[src/rtl/data_frame_pkg.sv]
// rtl/data_frame_pkg.sv - framing constants shared by the data-frame generator and parser
// Header: FF | ch[55:52] | ts_lo[51:28] | pad[27:len_w] | len. Footer: F | base | 111 | thr | ts_hi | 0F.
package data_frame_pkg;

  localparam logic [7:0] HEADER_ID = 8'hFF;
  localparam logic [7:0] FOOTER_ID = 8'h0F;

  localparam int HDR_ID_MSB  = 63;
  localparam int HDR_ID_LSB  = 56;
  localparam int HDR_CH_MSB  = 55;
  localparam int HDR_CH_LSB  = 52;
  localparam int HDR_TS_MSB  = 51;
  localparam int HDR_TS_LSB  = 28;
  localparam int HDR_PAD_MSB = 27;

  localparam int FTR_FILL_MSB     = 63;
  localparam int FTR_FILL_LSB     = 60;
  localparam int FTR_BASE_MSB     = 59;
  localparam int FTR_BASE_LSB     = 48;
  localparam int FTR_THR_FILL_MSB = 47;
  localparam int FTR_THR_FILL_LSB = 45;
  localparam int FTR_THR_MSB      = 44;
  localparam int FTR_THR_LSB      = 32;
  localparam int FTR_TS_MSB       = 31;
  localparam int FTR_TS_LSB       = 8;
  localparam int FTR_ID_MSB       = 7;
  localparam int FTR_ID_LSB       = 0;

  // Padding above the 12-bit baseline and 13-bit threshold is driven all-ones by the generator.
  localparam logic [3:0] BASELINE_FILL  = 4'hF;
  localparam logic [2:0] THRESHOLD_FILL = 3'b111;

  typedef enum logic [1:0] {
    ST_HUNT   = 2'd0,
    ST_DATA   = 2'd1,
    ST_FOOTER = 2'd2
  } state_t;

endpackage

[src/rtl/frame_stat_counter.sv]
// rtl/frame_stat_counter.sv - saturating event counter with increment enable
module frame_stat_counter #(
  parameter int WIDTH = 16
) (
  input  logic             clk,
  input  logic             rst,
  input  logic             inc,
  output logic [WIDTH-1:0] count
);

  always_ff @(posedge clk or posedge rst) begin
    if (rst) begin
      count <= '0;
    end else if (inc && (count != '1)) begin
      count <= count + WIDTH'(1);
    end
  end

endmodule

[src/rtl/data_frame_parser.sv]
// rtl/data_frame_parser.sv - validates header/footer framing, forwards payload, publishes frame info
module data_frame_parser
  import data_frame_pkg::*;
#(
  parameter int DATA_WIDTH           = 64,
  parameter int MAX_FRAME_LENGTH     = 400,
  parameter int FRAME_LEN_WIDTH      = 10,
  parameter int ADC_RESOLUTION_WIDTH = 12,
  parameter int ERR_CNT_WIDTH        = 16
) (
  input  logic                          CLK,
  input  logic                          RESET,
  input  logic                          iVALID,
  input  logic [DATA_WIDTH-1:0]         DIN,
  output logic                          oREADY,
  output logic                          oVALID,
  output logic [DATA_WIDTH-1:0]         DOUT,
  output logic                          DOUT_LAST,
  input  logic                          iREADY,
  output logic                          INFO_VALID,
  output logic [3:0]                    INFO_CH_ID,
  output logic [47:0]                   INFO_TIME_STAMP,
  output logic [ADC_RESOLUTION_WIDTH-1:0] INFO_BASELINE,
  output logic [ADC_RESOLUTION_WIDTH:0]   INFO_THRESHOLD,
  output logic [FRAME_LEN_WIDTH-1:0]    INFO_FRAME_LEN,
  output logic                          ERR_HEADER,
  output logic                          ERR_LENGTH,
  output logic                          ERR_FOOTER,
  output logic [ERR_CNT_WIDTH-1:0]      FRAME_CNT,
  output logic [ERR_CNT_WIDTH-1:0]      ERR_CNT
);

  state_t                     state;
  logic [FRAME_LEN_WIDTH-1:0] remaining;
  logic [FRAME_LEN_WIDTH-1:0] hdr_len;
  logic [3:0]                 hdr_ch;
  logic [23:0]                hdr_ts;

  logic [FRAME_LEN_WIDTH-1:0] din_len;
  logic hdr_id_ok, hdr_pad_ok, len_legal, ftr_ok;
  logic in_fire, data_fire, last_word;
  logic good_hdr, bad_pad, bad_len, good_ftr, bad_ftr;

  assign din_len    = DIN[FRAME_LEN_WIDTH-1:0];
  assign hdr_id_ok  = (DIN[HDR_ID_MSB:HDR_ID_LSB] == HEADER_ID);
  assign hdr_pad_ok = (DIN[HDR_PAD_MSB:FRAME_LEN_WIDTH] == '0);
  assign len_legal  = (din_len != '0) && !din_len[0] &&
                      (din_len <= FRAME_LEN_WIDTH'(MAX_FRAME_LENGTH));
  assign ftr_ok     = (DIN[FTR_ID_MSB:FTR_ID_LSB] == FOOTER_ID) &&
                      (DIN[FTR_FILL_MSB:FTR_FILL_LSB] == BASELINE_FILL) &&
                      (DIN[FTR_THR_FILL_MSB:FTR_THR_FILL_LSB] == THRESHOLD_FILL);

  // Only the payload phase is throttled by the output register; header/footer words never stall.
  assign oREADY    = ~RESET & ((state == ST_DATA) ? (~oVALID | iREADY) : 1'b1);
  assign in_fire   = iVALID & oREADY;
  assign data_fire = in_fire & (state == ST_DATA);
  assign last_word = (remaining == FRAME_LEN_WIDTH'(1));

  // Pad errors take priority so at most one error pulse fires per word.
  assign good_hdr = in_fire & (state == ST_HUNT) & hdr_id_ok & hdr_pad_ok & len_legal;
  assign bad_pad  = in_fire & (state == ST_HUNT) & hdr_id_ok & ~hdr_pad_ok;
  assign bad_len  = in_fire & (state == ST_HUNT) & hdr_id_ok & hdr_pad_ok & ~len_legal;
  assign good_ftr = in_fire & (state == ST_FOOTER) & ftr_ok;
  assign bad_ftr  = in_fire & (state == ST_FOOTER) & ~ftr_ok;

  always_ff @(posedge CLK or posedge RESET) begin
    if (RESET) begin
      state           <= ST_HUNT;
      remaining       <= '0;
      hdr_len         <= '0;
      hdr_ch          <= '0;
      hdr_ts          <= '0;
      oVALID          <= 1'b0;
      DOUT            <= '0;
      DOUT_LAST       <= 1'b0;
      INFO_VALID      <= 1'b0;
      INFO_CH_ID      <= '0;
      INFO_TIME_STAMP <= '0;
      INFO_BASELINE   <= '0;
      INFO_THRESHOLD  <= '0;
      INFO_FRAME_LEN  <= '0;
      ERR_HEADER      <= 1'b0;
      ERR_LENGTH      <= 1'b0;
      ERR_FOOTER      <= 1'b0;
    end else begin
      INFO_VALID <= good_ftr;
      ERR_HEADER <= bad_pad;
      ERR_LENGTH <= bad_len;
      ERR_FOOTER <= bad_ftr;

      // The output register drains in every state so a held last word can leave after DATA.
      if (data_fire) begin
        oVALID    <= 1'b1;
        DOUT      <= DIN;
        DOUT_LAST <= last_word;
      end else if (iREADY) begin
        oVALID    <= 1'b0;
        DOUT_LAST <= 1'b0;
      end

      case (state)
        ST_HUNT: begin
          if (good_hdr) begin
            hdr_ch    <= DIN[HDR_CH_MSB:HDR_CH_LSB];
            hdr_ts    <= DIN[HDR_TS_MSB:HDR_TS_LSB];
            hdr_len   <= din_len;
            remaining <= din_len;
            state     <= ST_DATA;
          end
        end
        ST_DATA: begin
          if (data_fire) begin
            remaining <= remaining - FRAME_LEN_WIDTH'(1);
            if (last_word) begin
              state <= ST_FOOTER;
            end
          end
        end
        ST_FOOTER: begin
          if (in_fire) begin
            state <= ST_HUNT;
            if (ftr_ok) begin
              INFO_CH_ID      <= hdr_ch;
              INFO_TIME_STAMP <= {DIN[FTR_TS_MSB:FTR_TS_LSB], hdr_ts};
              INFO_BASELINE   <= DIN[FTR_BASE_MSB:FTR_BASE_LSB];
              INFO_THRESHOLD  <= DIN[FTR_THR_MSB:FTR_THR_LSB];
              INFO_FRAME_LEN  <= hdr_len;
            end
          end
        end
        default: state <= ST_HUNT;
      endcase
    end
  end

  frame_stat_counter #(.WIDTH(ERR_CNT_WIDTH)) u_frame_cnt (
    .clk   (CLK),
    .rst   (RESET),
    .inc   (good_ftr),
    .count (FRAME_CNT)
  );

  frame_stat_counter #(.WIDTH(ERR_CNT_WIDTH)) u_err_cnt (
    .clk   (CLK),
    .rst   (RESET),
    .inc   (bad_pad | bad_len | bad_ftr),
    .count (ERR_CNT)
  );

endmodule

[config.mk]
export PLATFORM = sky130hd
export DESIGN_NAME = data_frame_parser
export DESIGN_NICKNAME = d
export VERILOG_FILES = /design/src/rtl/data_frame_pkg.sv /design/src/rtl/frame_stat_counter.sv /design/src/rtl/data_frame_parser.sv
export SDC_FILE = /design/constraint.sdc
export NUM_CORES = 1
export LEC_CHECK = 0
export ABC_CLOCK_PERIOD_IN_PS = 10890
export CAP_MARGIN = 20
export CORE_MARGIN = 3
export CORE_UTILIZATION = 53
export DETAILED_ROUTE_END_ITERATION = 7
export HOLD_SLACK_MARGIN = 0.03
export PLACE_DENSITY = 0.86
export SLEW_MARGIN = 40
export SYNTH_ARGS = -nofsm -noshare
export SYNTH_HDL_FRONTEND = slang
export SYNTH_HIERARCHICAL = 1
export SYNTH_SLANG_ARGS = --single-unit
[constraint.sdc]
create_clock -name CLK -period 10.89 [get_ports CLK]
set_input_delay 1.089 -clock CLK [delete_from_list [all_inputs] [get_ports CLK]]
set_output_delay 1.089 -clock CLK [all_outputs]
set_load 0.02 [all_outputs]
==> reports/qor.yml, run 1 <==
placement:
  dp.cells: 1267
  dp_hpwl_um: 17600
  place.port_buffers: 257
  gp_congestion: 0.824
  place_area_um2: 12700
clock_network:
  cts_tree: "done"
  numCtsBuffers: 24
  insertion_delay_ns: 0.50
  clock_sinks: 239
  holdBufCountCts: 0
  clk_pin_slew_ns: 0.06
  post_cts_resized: 0
  cts_buffer_depth: 3
  cts_setup_buffers: 0
  cts_root_buffer: "clkbuf_16"
  h-tree-depth: 1
setup_path:
  worstPathCellList: "clkdlybuf4s50_1, nor4bb_1, nor2_1, clkdlybuf4s50_1"
  cp_common_cell: "clkdlybuf4s50_1"
  max_stage_delay_ns: 0.61
  reg2reg_depth: 9
  cp_num_buf_inv: 2
  critPathKind: "in -> out"
  worst_ep_arrival_time_ns: 2.80
  endpoint_kind: "output port"
  slowest_stage: "nor4bb_1"
  worst_setup_path_start_kind: "input pin"
  crit_fanout: 3
  cp_num_cells: 4
  cp.required_ns: 9.80
  cp_top_family: "buffers and inverters"
logic_synthesis:
  synthTopCellsByArea: "dfrtp_1, mux2_2, nand2_1, mux2_4, xnor2_1"
  yosys_warnings: 6
  yosysSeqAreaShare: 0.599
  synth_edf_count: 0
  async_reset_ff_frac: 1.00
  synthFlopType: "dfrtp_1"
  synth_area_um2: 9990
  syn_inst: 809
  syn_area_per_cell_um2: 12.3
  synth_fp_nets: 881
  ys_ff_latch: 239
  yosysUniqueCellTypes: 52
  synth.top_cell.area_share: 0.599
  yosysTopAreaCell: "dfrtp_1"
route:
  first_pass_iters: 4
  drc_errors: 0
  num_vias: 7193
  wire_per_inst_um: 19.7
  ant_nets: 0
  drt_iter0_markers: 323
  vias_per_cell: 5.49
  drt_wl_total_um: 25800
pwr:
  power.share.clock: 0.352
  sw_frac_of_total: 0.289
  p_total_w: 0.00248
  ir_drop_mv: 0.153
  power_density_nw_per_um2: 182
  p_int_w: 0.00176
  leakagePower_nw: 6.59
  power_switching_w: 0.000715
  combPwrFrac: 0.217
  power_frac_seq: 0.431
sta:
  whs_ns: 0.475
  final_max_slew_viol_count: 0
  finalClockSkew_ns: 0.00863
  setup_violations: 0
  finalHoldViolations: 0
  period_share: 0.357
  clock.fmax_mhz: 257
  worst_pin_slew_ns: 0.750
  fin_crit_ns: 3.89
  setup_tns_ns: 0
  rsz0062_at_grt: "no"
  max_slew_margin: 0.500
layout:
  n_antenna_cell: 0
  drive_above_1_share: 0.173
  postLayoutCellArea_um2: 13600
  layout_commonest_cell: "clkdlybuf4s50_1"
  mostFrequentLayoutCells: "clkdlybuf4s50_1, dfrtp_1, nand2_1, mux2_2, mux2_4"
  syn_to_final_growth_pct: 36.0
  stdcell_count: 1310
  nets: 1136
die:
  coreArea_um2: 18200
  dieArea_um2: 20500
  fp-row-count: 49
  start_util: 0.549
  ioPinCount: 258
  die_h_um: 143
  die-width_um: 143
grt:
  first_global_vias: 7580
  antenna_found_initial: 0
  grt_overflow: 0
  grtUsageTotal: 0.249
  grt_pass1_wl_um: 40700
  grt_max_degree: 129
job:
  maxCapViolations: 0
min_path:
  hp-class: "reg -> reg"
  holdPathStages: 2
run_status:
  outcome: "complete, no violations"
logic make-up after synthesis:
| kind of cell | Yosys count | share of synthesized area |
|---|---|---|
| compound gates | 37 | 0.0248 |
| xor+xnor | 22 | 0.0193 |
| fa+ha+maj | 4 | 0.00501 |
| buf+inv | 39 | 0.0205 |
| flops | 239 | 0.599 |
| mux | 132 | 0.163 |
| simple gates | 336 | 0.169 |
worst reg2reg max path: stages, from the launching register on:
cell and delay, ns:
dfrtp_1 0.58, or3b_2 0.58, nor4_4 0.29, nand3_1 0.11, nor2_1 0.14, or3_1 0.24, and4_1 0.30, nand3_1 0.14
nor2_1 0.14, mux2_2 0.34
synth_stat cells, drive strengths merged, types with 5 or more instances:
master	number
o21ai	8
mux2	128
and3	11
inv	6
and2	5
nand2	211
buf	15
nor4	11
clkbuf	18
xnor2	22
a22oi	5
dfrtp	239
a21oi	10
nor2	20
nand2b	8
and4	10
nand3	21
nand4	18
stage by stage:
stage          setup WS, ns   util
4_1_cts                6.99  0.746
3_5_place_dp           6.59  0.700
6_report               7.00  0.746
2_1_floorplan          4.15      -
3_3_place_gp           6.67  0.699
5_1_grt                6.89  0.746
cell type report:
class	instances	area (um2)
multi-input combinational	531	3820
inverter	6	35.0
clock buffer	36	727
sequential	239	5980
tap	229	287
clock inverter	7	115
timing repair buffer	262	2620
fill	1173	4630
path summary, 6_finish.rpt:
path	start	to	slack, ns
min in group asynchronous	RESET	state[1]$_DFFE_PP0P_	1.31
max	iREADY	oREADY	7.00
min	DOUT[15]$_DFFE_PP0P_	DOUT[15]$_DFFE_PP0P_	0.48
max in group asynchronous	RESET	DOUT[34]$_DFFE_PP0P_	8.43
min reg2reg	DOUT[15]$_DFFE_PP0P_	DOUT[15]$_DFFE_PP0P_	0.48
max reg2reg	state[0]$_DFFE_PP0P_	u_err_cnt/count[14]$_DFFE_PP0P_	7.93
routing by layer:
metal	up-vias	wire length (um)	share of wire	track usage
met5	-	0	0	0
met1	3618	10400	0.41	0.321
met2	242	12500	0.48	0.414
met3	52	2130	0.083	0.0727
met4	0	718	0.028	0.0719
li1	3281	-	-	-
sequential cells by signal, summed over array words and instances, names as in the netlist:
| register | flops |
|---|---|
| DOUT | 64 |
| DOUT_LAST | 1 |
| ERR_FOOTER | 1 |
| ERR_HEADER | 1 |
| ERR_LENGTH | 1 |
| INFO_BASELINE | 12 |
| INFO_CH_ID | 4 |
| INFO_FRAME_LEN | 10 |
| INFO_THRESHOLD | 13 |
| INFO_TIME_STAMP | 48 |
| INFO_VALID | 1 |
| hdr_ch | 4 |
| hdr_len | 10 |
| hdr_ts | 24 |
| oVALID | 1 |
| remaining | 10 |
| state | 2 |
| u_err_cnt/count | 16 |
| u_frame_cnt/count | 16 |
power by group through the flow:
| stage | logic, W | registers, W | clock network, W |
|---|---|---|---|
| 3_5_place_dp | 0.000540 | 0.00108 | 0 |
| 4_1_cts | 0.000544 | 0.00106 | 0.000885 |
| 2_1_floorplan | 0.000171 | 0.00117 | 0 |
| 3_3_place_gp | 0.000527 | 0.00107 | 0 |
| 5_1_grt | 0.000583 | 0.00108 | 0.000921 |
| 6_report | 0.000538 | 0.00107 | 0.000872 |
Power figures use the tool's default switching activity.
==> run 2: changes to the inputs <==
ABC_CLOCK_PERIOD_IN_PS = 3600   (was 10890)
CORE_UTILIZATION = 49   (was 53)
PLACE_DENSITY = 0.8   (was 0.86)
clock period = 3.6 ns   (was 10.89 ns; I/O delays follow)
==> reports/qor.yml, run 2 (same netlist as run 1, synthesis figures left out) <==
layout:
  nets: 1148  # +1.1%
  top_register: "DOUT"
  drive_above_1_share: 0.179  # +0.00565
  final_util: 0.692  # -0.0537
  layout_commonest_cell: "clkdlybuf4s50_1"
  largest_reg_flops: 64  # unchanged
  syn_to_final_growth_pct: 36.7
  fill_cells: 1413  # +20%
  n_antenna_cell: 0  # unchanged
  mostFrequentLayoutCells: "clkdlybuf4s50_1, dfrtp_1, nand2_1, mux2_2, mux2_4"
  reg_top3: "DOUT: 64 flops, INFO_TIME_STAMP: 48 flops, hdr_ts: 24 flops"
setup_path:
  cp.required_ns: 4.00  # -5.80 ns
  critPathKind: "in -> reg"
  reg2reg_setup_slack_ns: 0.91  # -7.02 ns
  max_stage_delay_ns: 0.61  # about the same
  crit_fanout: 6  # +3
  slowest_stage: "nor4_1"
  worst_setup_path_start_kind: "input pin"
  reg2reg_depth: 9  # unchanged
  r2r-start: "state[0]$_DFFE_PP0P_"
  worstPathCellList: "clkdlybuf4s50_1, nor4_1, buf_4, and2_1, nor2b_1, or3_1, and4_1, nand3_1, nor2_1, mux2_2"
  worst_ep_arrival_time_ns: 3.20  # +0.40 ns
  r2r_end: "u_err_cnt/count[14]$_DFFE_PP0P_"
  endpoint_kind: "register"
grt:
  grt_overflow: 0  # unchanged
  grtUsageTotal: 0.233  # -0.0160
  grt_pass1_wl_um: 41100  # +0.78%
  antenna_found_initial: 0  # unchanged
  first_global_vias: 7343  # -3.1%
  grt_max_degree: 162  # +26%
sta:
  setup_tns_ns: 0  # unchanged
  setup_violations: 0  # unchanged
  worst_pin_slew_ns: 0.775  # +0.0257 ns
  final_max_slew_viol_count: 0  # unchanged
  clock.fmax_mhz: 357
  fin_crit_ns: 2.80
  rsz0062_at_grt: "no"
  max_slew_margin: 0.483  # -0.0172
  finalClockSkew_ns: 0.0222  # +0.0136 ns
  period_share: 0.777
  finalHoldViolations: 0  # unchanged
placement:
  gp_congestion: 0.864  # +4.9%
  place.port_buffers: 257  # unchanged
  dp_hpwl_um: 18100  # +3.1%
route:
  top_layer: "met4"
  wl_met2_um: 12400  # -0.97%
  drc_errors: 0  # unchanged
  ant_nets: 0  # unchanged
  vias_per_cell: 5.25  # -4.3%
  wire_per_inst_um: 19.1  # -2.8%
  wl_met3_um: 2230  # +4.6%
  drt_wl_total_um: 25800  # +0.26%
  wl_met1_um: 10500  # +0.75%
  drt_iter0_markers: 419  # +30%
  first_pass_iters: 4  # unchanged
  num_vias: 7096  # -1.3%
pwr:
  sw_frac_of_total: 0.295  # +0.00672
  power.share.clock: 0.331  # -0.021
  ir_drop_mv: 0.412  # +170%
  p_int_w: 0.00513  # +190%
  leakagePower_nw: 6.62  # +0.43%
  combPwrFrac: 0.229  # +0.012
  power_switching_w: 0.00215  # +200%
  power_density_nw_per_um2: 533  # +190%
  power_frac_seq: 0.440  # +0.009
clock_network:
  numCtsBuffers: 25  # +4.2%
  insertion_delay_ns: 0.53  # +0.03 ns
  cts_setup_buffers: 0  # unchanged
  cts_buffer_depth: 3  # unchanged
  clk_pin_slew_ns: 0.06  # about the same
  cts_tree: "done"
  cts_root_buffer: "clkbuf_16"
  post_cts_resized: 0  # unchanged
  clock_sinks: 239  # unchanged
  holdBufCountCts: 0  # unchanged
  h-tree-depth: 1  # unchanged
min_path:
  hp-class: "in -> async"
run_status:
  outcome: "complete, no violations"
die:
  start_util: 0.507  # -0.0420
  die-width_um: 149  # +3.8%
  ioPinCount: 258  # unchanged
  coreArea_um2: 19700  # +8.3%
  dieArea_um2: 22100  # +7.8%
  fp-row-count: 51  # +4.1%
  die_h_um: 149  # +3.8%
job:
  maxCapViolations: 0  # unchanged
[run 2: cell count changes in the layout (fill, tap and decap cells not counted), sizes merged]
cell,change
clkbuf,-2
buf,+11
clkinv,-1
clkinvlp,-1
inv,+1
bufinv,-3
[run 2: how the worst max path moves through the flow]
| stage | from | to | slack (ns) | cells after the start |
|---|---|---|---|---|
| after floorplan | RESET | DOUT[0]$_DFFE_PP0P_ | 0.55 | 1 |
| after global placement | DIN[11] | u_err_cnt/count[14]$_DFFE_PP0P_ | 0.34 | 10 |
| after detailed placement | DIN[22] | u_err_cnt/count[14]$_DFFE_PP0P_ | 0.32 | 10 |
| after CTS | DIN[22] | u_err_cnt/count[14]$_DFFE_PP0P_ | 0.86 | 10 |
| after global routing | state[0]$_DFFE_PP0P_ | u_err_cnt/count[14]$_DFFE_PP0P_ | 0.71 | 9 |
| final | DIN[22] | u_err_cnt/count[14]$_DFFE_PP0P_ | 0.80 | 10 |
[run 2: per-stage QoR]
| stage | area, um2 | power, W | setup slack, ns | instances | hold WS, ns |
|---|---|---|---|---|---|
| final | 13700 | 0.00728 | 0.802 | 1351 | 0.370 |
| after detailed placement | 12900 | 0.00491 | 0.317 | 1313 | 0.462 |
| after global placement | 12900 | 0.00487 | 0.344 | 1313 | 0.457 |
| after floorplan | 9990 | 0.00406 | 0.554 | 809 | 0.274 |
| after global routing | 13700 | 0.00764 | 0.715 | 1351 | 0.399 |
| after CTS | 13600 | 0.00735 | 0.861 | 1350 | 0.385 |
[run 2: cell type report]
type,instances,area (um2),share of cell area
Clock buffer,34,719,0.0527
Clock inverter,3,33.8,0.00247
Tap cell,265,332,0.0243
Timing Repair Buffer,273,2740,0.201
Sequential cell,239,5980,0.438
Multi-Input combinational cell,531,3820,0.280
Inverter,6,26.3,0.00192
[run 2: layer usage]
metal  vias up  GRT usage
li1       3303          -
met3        44     0.0729
met1      3529      0.306
met5         -          0
met2       220      0.378
met4         0     0.0668
[run 2: power groups by stage]
stage / combinational, W / sequential [W] / clock, W
2_1_floorplan: 0.000517 / 0.00354 / 0
3_3_place_gp: 0.00165 / 0.00323 / 0
3_5_place_dp: 0.00168 / 0.00324 / 0
4_1_cts: 0.00168 / 0.00320 / 0.00247
5_1_grt: 0.00180 / 0.00324 / 0.00259
6_report: 0.00167 / 0.00320 / 0.00241
[run 2: worst max-delay path, delay by kind of cell]
kind | cells | cell delay (ns)
buf+inv | 2 | 0.70
mux | 1 | 0.26
simple gates | 7 | 1.88
==> run 3: changes to the inputs <==
ABC_CLOCK_PERIOD_IN_PS = 2460   (was 3600)
CORE_UTILIZATION = 44   (was 49)
PLACE_DENSITY = 0.76   (was 0.8)
clock period = 2.46 ns   (was 3.6 ns; I/O delays follow)
==> reports/qor.yml, run 3 (same netlist as run 1, synthesis figures left out) <==
run_status:
  outcome: "complete, no violations"
die:
  ioPinCount: 258  # unchanged
  coreArea_um2: 22100  # +12%
  dieArea_um2: 24500  # +11%
  die_h_um: 157  # +5.3%
  fp-row-count: 54  # +5.9%
  die-width_um: 157  # +5.3%
  start_util: 0.452  # -0.0545
pwr:
  power_switching_w: 0.00323  # +50%
  p_int_w: 0.00767  # +49%
  power_density_nw_per_um2: 763  # +43%
  p_total_w: 0.0109  # +50%
  power_frac_seq: 0.431  # -0.009
  leakagePower_nw: 6.97  # +5.2%
  power.share.clock: 0.339  # +0.008
  ir_drop_mv: 0.473  # +15%
  combPwrFrac: 0.230  # about the same
  sw_frac_of_total: 0.296  # +0.00108
clock_network:
  holdBufCountCts: 0  # unchanged
  clock_sinks: 239  # unchanged
  cts_root_buffer: "clkbuf_16"
  h-tree-depth: 1  # unchanged
  cts_buffer_depth: 3  # unchanged
  clk_pin_slew_ns: 0.06  # about the same
  cts_tree: "done"
  numCtsBuffers: 25  # unchanged
  insertion_delay_ns: 0.53  # about the same
setup_path:
  max_stage_delay_ns: 0.63  # +0.02 ns
  cp_top_family: "simple AND/OR/NAND/NOR gates"
  cp.required_ns: 2.87  # -1.13 ns
  cp_num_buf_inv: 3  # +1
  worst_setup_path_start_kind: "input pin"
  critPathKind: "in -> reg"
  crit_fanout: 5  # -1
  worst_ep_arrival_time_ns: 2.81  # -0.39 ns
  worstPathCellList: "clkdlybuf4s50_1, nor4_1, buf_4, nand3_1, nor2_2, or3_4, buf_6, nand3_4, nor4_4, nand4_1, xnor2_1"
  slowest_stage: "nor4_1"
  endpoint_kind: "register"
layout:
  reg_top3: "DOUT: 64 flops, INFO_TIME_STAMP: 48 flops, hdr_ts: 24 flops"
  layout_commonest_cell: "clkdlybuf4s50_1"
  postLayoutCellArea_um2: 14300  # +4.6%
  syn_to_final_growth_pct: 43.0
  n_antenna_cell: 0  # unchanged
  drive_above_1_share: 0.231  # +0.0523
  largest_reg_flops: 64  # unchanged
  mostFrequentLayoutCells: "clkdlybuf4s50_1, dfrtp_1, nand2_1, mux2_2, buf_4"
  top_register: "DOUT"
  nets: 1206  # +5.1%
sta:
  setup_slack_ns: 0.0564  # -0.745 ns
  final_max_slew_viol_count: 0  # unchanged
  setup_tns_ns: 0  # unchanged
  period_share: 0.977
  fin_crit_ns: 2.40
  setup_violations: 0  # unchanged
  clock.fmax_mhz: 416
  max_slew_margin: 0.509  # +0.0263
  finalHoldViolations: 0  # unchanged
  finalClockSkew_ns: 0.0152  # -0.00702 ns
  rsz0062_at_grt: "yes"
  worst_pin_slew_ns: 0.734  # -0.0410 ns
grt:
  first_global_vias: 7645  # +4.1%
  antenna_found_initial: 1  # +1
  grtUsageTotal: 0.213  # -0.0199
  grt_overflow: 0  # unchanged
  grt_max_degree: 95  # -41%
  grt_pass1_wl_um: 42000  # +2.3%
route:
  drc_errors: 0  # unchanged
  vias_per_cell: 5.16  # -1.8%
  num_vias: 7383  # +4.0%
  wire_per_inst_um: 18.3  # -4.3%
  drt_wl_total_um: 26200  # +1.4%
  ant_nets: 0  # unchanged
  first_pass_iters: 5  # +1
  drt_iter0_markers: 398  # -5.0%
placement:
  dp_hpwl_um: 18700  # +3.3%
  place.port_buffers: 257  # unchanged
  pre_cts_slack_ns: -0.585  # -0.902 ns
  place_area_um2: 13400  # +4.2%
  gp_congestion: 0.842  # -2.5%
min_path:
  hp-class: "in -> async"
job:
  maxCapViolations: 0  # unchanged
## run 3: cell types whose count changed in the layout (fill, tap and decap cells not counted), sizes merged, moves of 2 or more
cell / delta
buf: +58
clkinv: +6
clkdlybuf4s50: -4
dlymetal6s2s: +3
bufinv: +2
clkinvlp: +2
## run 3: timing repair
item / in CTS / in global routing
buffers inserted: 0 / 2
setup endpoints to repair: 4 / 11
gates resized for setup: 1 / 12
pin swaps: 0 / 11
## run 3: worst min-delay path, stage by stage
cell and delay [ns]:
clkdlybuf4s50_1 0.43, buf_4 0.17, clkinvlp_4 0.15
## run 3: stage by stage
stage	hold WS [ns]	utilization	std cells
after CTS	0.113	0.643	1430
after detailed placement	0.461	0.607	1385
after floorplan	0.160	-	809
final	0.122	0.646	1432
after global routing	0.126	0.646	1432
after global placement	0.456	0.607	1385
## run 3: metal layers
layer	part of all wire	up-vias	wire, um	GRT usage
met5	0.00050	-	13	0
met1	0.41	3703	10800	0.277
li1	-	3433	-	-
met4	0.017	2	434	0.0438
met3	0.067	36	1750	0.0534
met2	0.50	209	13200	0.365
## run 3: final cells by class
class | count | area, um2
multi-input cells | 531 | 3880
flip-flops and latches | 239 | 5980
clock buffers | 33 | 666
inverters | 6 | 26.3
fillers | 1722 | 7820
repair buffers | 331 | 3240
well taps | 280 | 350
clock inverters | 12 | 134
## run 3: worst paths after layout
check	slack, ns	start	depth (start not counted)	endpoint
setup / recovery	0.06	DIN[22]	11	u_err_cnt/count[15]$_DFFE_PP0P_
hold / removal	0.12	RESET	3	ERR_FOOTER$_DFF_PP0_
setup reg to reg	0.13	state[0]$_DFFE_PP0P_	10	u_err_cnt/count[15]$_DFFE_PP0P_
hold reg to reg	0.47	DOUT[55]$_DFFE_PP0P_	2	DOUT[55]$_DFFE_PP0P_
max in group asynchronous	1.57	RESET	4	DOUT[22]$_DFFE_PP0P_
min in group CLK	0.14	DIN[4]	4	DOUT[4]$_DFFE_PP0P_
## run 3: power groups by stage
| stage | Sequential [W] | Combinational (W) | Clock, W |
|---|---|---|---|
| 2_1_floorplan | 0.00518 | 0.000765 | 0 |
| 5_1_grt | 0.00475 | 0.00270 | 0.00397 |
| 6_report | 0.00469 | 0.00251 | 0.00369 |
| 4_1_cts | 0.00469 | 0.00254 | 0.00377 |
| 3_3_place_gp | 0.00473 | 0.00247 | 0 |
| 3_5_place_dp | 0.00474 | 0.00252 | 0 |
